==> src/rtl/rr_arb16.sv <==
// Round-robin arbiter for a shared 16:1 select path: one owner at a time,
// bursts bounded by MAX_HOLD under contention, all outputs registered.
//
// state | meaning
// ------+------------------------------------------------------------
// IDLE  | no owner, gnt=0, sel keeps its last value
// OWN   | owner holds the path, cnt counts cycles of this ownership
module rr_arb16 #(
   parameter int MAX_HOLD = 8
) (
   input  logic        clk,
   input  logic        reset,
   input  logic [15:0] req,
   output logic [15:0] gnt,
   output logic [3:0]  sel,
   output logic        busy,
   output logic [7:0]  hold_cnt
);

   localparam logic [7:0] MAX_HOLD_C = 8'(MAX_HOLD);

   typedef enum logic {IDLE = 1'b0, OWN = 1'b1} state_t;

   state_t      state, state_n;
   logic [3:0]  owner, owner_n;
   logic [3:0]  ptr, ptr_n;
   logic [7:0]  cnt, cnt_n;
   logic [15:0] gnt_n;
   logic [3:0]  sel_n;
   logic [15:0] others;
   logic        release_own;

   // First set bit of r at or after p, wrapping 15 -> 0.
   function automatic logic [3:0] pick(input logic [15:0] r, input logic [3:0] p);
      logic [3:0] idx;
      logic       found;
      pick  = p;
      found = 1'b0;
      for (int k = 0; k < 16; k++) begin
         idx = p + 4'(k);
         if (!found && r[idx]) begin
            pick  = idx;
            found = 1'b1;
         end
      end
   endfunction

   assign others      = req & ~(16'h0001 << owner);
   assign release_own = !req[owner] || ((cnt == MAX_HOLD_C) && (others != 16'h0000));

   always_comb begin
      state_n = state;
      owner_n = owner;
      ptr_n   = ptr;
      cnt_n   = cnt;
      unique case (state)
         IDLE: begin
            if (req != 16'h0000) begin
               owner_n = pick(req, ptr);
               state_n = OWN;
               cnt_n   = 8'd1;
            end
         end
         OWN: begin
            if (!release_own) begin
               // Saturation only happens when the owner is alone.
               if (cnt != MAX_HOLD_C)
                  cnt_n = cnt + 8'd1;
            end else begin
               ptr_n = owner + 4'd1;
               if (others != 16'h0000) begin
                  owner_n = pick(others, owner + 4'd1);
                  cnt_n   = 8'd1;
               end else begin
                  state_n = IDLE;
                  cnt_n   = 8'd0;
               end
            end
         end
         default: state_n = IDLE;
      endcase

      gnt_n = 16'h0000;
      sel_n = sel;
      if (state_n == OWN) begin
         gnt_n = 16'h0001 << owner_n;
         sel_n = owner_n;
      end
   end

   always_ff @(posedge clk) begin
      if (!reset) begin
         state    <= IDLE;
         owner    <= 4'd0;
         ptr      <= 4'd0;
         cnt      <= 8'd0;
         gnt      <= 16'h0000;
         sel      <= 4'd0;
         busy     <= 1'b0;
         hold_cnt <= 8'd0;
      end else begin
         state    <= state_n;
         owner    <= owner_n;
         ptr      <= ptr_n;
         cnt      <= cnt_n;
         gnt      <= gnt_n;
         sel      <= sel_n;
         busy     <= (state_n == OWN);
         hold_cnt <= (state_n == OWN) ? cnt_n : 8'd0;
      end
   end

endmodule
==> config.mk <==
export PLATFORM = sky130hd
export DESIGN_NAME = rr_arb16
export DESIGN_NICKNAME = d
export VERILOG_FILES = /design/src/rtl/rr_arb16.sv
export SDC_FILE = /design/constraint.sdc
export NUM_CORES = 1
export LEC_CHECK = 0
export CELL_PAD_IN_SITES_DETAIL_PLACEMENT = 1
export CELL_PAD_IN_SITES_GLOBAL_PLACEMENT = 1
export CORE_AREA = 2 2 160 162
export DETAILED_ROUTE_END_ITERATION = 10
export DIE_AREA = 0 0 162 164
export PLACE_DENSITY = 0.65
export SLEW_MARGIN = 0
export SYNTH_ARGS = -nofsm -noshare
export SYNTH_HDL_FRONTEND = slang
export SYNTH_SLANG_ARGS = --single-unit
==> constraint.sdc <==
create_clock -name clk -period 6.5 [get_ports clk]
set_input_delay 1.3 -clock clk [delete_from_list [all_inputs] [get_ports clk]]
set_output_delay 1.3 -clock clk [all_outputs]
set_load 0.01 [all_outputs]
==> impl_results.md <==
- Core Box Area: 24800 sq um
- Via count: 8180
- Share of cells above drive strength 1: 0.170
- Nets: 1012
- Total grt overflow: 0
- FF-to-FF setup slack: 860 ps
- Slew Viols, Final: 0
- RSZ-0062 raised after global routing: false
- Vias/cell: 6.28
- Routed Wire Length: 30800 um
- Setup TNS: 0 ps
- Post-CTS Repair Setup Buffers: 0
- Final ANT Viol Nets: 0
- Status: finished clean
- Placement Rows: 58
- CTS buffer count: 5
- Asr flop ratio synth: 0
- CTS resizes: 0
- Max Cap Violations: 0
- Most frequent cells in the layout: nand2_1 (80), nor2_1 (68), mux4_2 (54), buf_4 (51), a21oi_1 (48)
- Vias in the first global route: 8364
- # IOs: 47
- First-pass GRT wire length: 48800 um
- Worst Path Arrival: 6090 ps
- Iter 0 DRT Violations: 655
- Seq/Total Area, Yosys: 0.115
- Worst setup SP type: primary input
- Bufs and invs on worst path: 1
- Most common cell after layout, fill and taps aside: nand2_1
- EDFF count, synth: 0
- Crit path max-delay family: multiplexers
- Final min period: 5950 ps
- Latest clock arrival within the worst-skew pair: 290 ps
- Req. time, crit path: 6640 ps
- Capturing element type of the critical path: flop
- Antenna violations before repair: 0
- DP Cell Count: 1295
- Total track usage: 0.232
- Layout Skew: 7.23 ps
- H-tree levels: 2
- RR Endpoint: gnt[14]
- Placer Congestion: 0.960
- Pin count of the biggest net entering global routing: 33
- Min-Delay Endpoint: sel[1]
- Hpwl dp: 24200 um
- Mapped Cells: 940
- Final Hold Vio Count: 0
- Ys Warns: 0
- Layout Utilization: 0.359
- Fin cells: 1303
- Fmax: 168 MHz
- Hold_buf cts: 0
- Root buf cell: clkbuf_16
- CTS Sinks: 45
- Avg WL per Cell: 23.6 um
- CP max stage delay: 740 ps
- Setup violators final: 0
- Syn Nets: 980
- Ant diodes: 0
- Chip height: 164 um
- Detailed-route DRC error count: 0
- Worst hold path startpoint: sel[1]
- Register clock-pin slew on the reported worst setup and hold paths: 70 ps
- Worst min-delay path category: flop to flop
- Die area: 26600 sq um
- Area grow syn2layout: 14.3%
- Max_slew headroom: 0.240
- CP Max Fanout: 12
- Worst R2R Path Depth: 16
- Worst-path cell chain: clkdlybuf4s50_1, mux4_1, mux4_2, a2111oi_4, or4b_2, nor2_1, mux2_2, o311ai_1, a211oi_1, a311o_1, a211oi_4, a21oi_1
- Die width: 162 um
- Avg Inst Size Synth: 8.30 sq um
- Initial core utilization: 0.314
- FF-to-FF Start: owner[0]
- Slowest CP cell: mux4_1
- Ys flop type: dfxtp_1
- Port Buffers: 46
- Pre-Repair DR Iteration Count: 5
- Critical path class: primary input to flop
- Worst-Margin Slew: 1130 ps
- #FFs+latches synth: 45
- CTS tree: yes
- Mapped cell area: 7800 sq um
- Clock Path Buffers: 2
- Hold Path Stages: 2
- Netlist cell types: 92
- Tcrit/Tclk final: 0.916
## worst register-to-register path, delay by kind of cell (launching register included)
| kind | cells | cell delay [ps] |
|---|---|---|
| DFF | 1 | 680 |
| muxes | 1 | 490 |
| AOI/OAI and AO/OA | 3 | 780 |
| adders and majority gates | 2 | 620 |
| and+or+nand+nor | 4 | 1230 |
| buffers and inverters | 5 | 1160 |
| xor gates and xnor gates | 1 | 600 |
## routing by layer
metal | part of all wire | global-route usage | up-vias
met5 | 0 | 0 | -
met4 | 0.027 | 0.0664 | 0
li1 | - | - | 3742
met2 | 0.49 | 0.408 | 291
met3 | 0.050 | 0.0232 | 61
met1 | 0.44 | 0.302 | 4086
## worst max path at each step
stage              from       to  slack, ps  cells past startpoint
2_1_floorplan  owner[0]  gnt[12]         20                     24
3_3_place_gp    req[11]   sel[2]        430                     12
3_5_place_dp    req[11]   sel[2]        310                     12
4_1_cts         req[11]   sel[2]        620                     12
5_1_grt         req[11]   sel[2]        340                     12
6_report        req[11]   sel[2]        550                     12
## registers in the layout, summed over array words and instances (netlist names)
register,count
owner,4
hold_cnt,8
sel,4
gnt,16
cnt,8
ptr,4
state,1
## kinds of logic after synthesis
logic type,after synthesis,synth area share
xor gates and xnor gates,17,0.0210
adders and majority gates,22,0.0353
muxes,130,0.278
DFF,45,0.115
buffers and inverters,100,0.0547
and+or+nand+nor,359,0.246
AOI/OAI and AO/OA,267,0.250
## metrics by stage
| step | hold slack [ps] | setup WS (ps) | cell area [sq um] |
|---|---|---|---|
| final | 512 | 547 | 8920 |
| after global routing | 552 | 342 | 8920 |
| after CTS | 517 | 623 | 8920 |
| after detailed placement | 511 | 310 | 8740 |
| after global placement | 492 | 432 | 8740 |
| after floorplan | 476 | 20.2 | 7800 |
## cell usage after synthesis, drive strengths merged, types with 9 or more instances
| cell | instances | area, sq um |
|---|---|---|
| mux2 | 22 | 248 |
| o21ai | 38 | 190 |
| xnor2 | 10 | 87.6 |
| o311ai | 10 | 87.6 |
| a32oi | 9 | 86.3 |
| buf | 25 | 145 |
| dfxtp | 45 | 901 |
| clkbuf | 47 | 176 |
| mux4 | 64 | 1480 |
| nand4 | 12 | 75.1 |
| nand2 | 80 | 300 |
| inv | 27 | 101 |
| a21boi | 10 | 75.1 |
| and2 | 35 | 221 |
| ha | 22 | 275 |
| nor3 | 33 | 165 |
| and3 | 14 | 87.6 |
| o31ai | 10 | 75.1 |
| nor2 | 69 | 262 |
| o211ai | 12 | 90.1 |
| nor4 | 12 | 90.1 |
| a22oi | 13 | 97.6 |
| a211oi | 14 | 118 |
| a21oi | 48 | 240 |
| mux2i | 44 | 440 |
| nand2b | 18 | 113 |
| o22ai | 10 | 62.6 |
| a31oi | 13 | 81.3 |
| nand3b | 12 | 90.1 |
| nand3 | 17 | 85.1 |
| nor2b | 19 | 119 |
## layout make-up
class	instances	area, sq um
fill	2988	15900
multi-input combinational	795	6480
sequential	45	902
timing repair buffer	97	843
tap	330	413
clock buffer	5	125
inverter	28	105
clock inverter	3	47.5
Power is not shown: default switching activity piles up to over one toggle a cycle in this logic, so the estimate is an artifact.
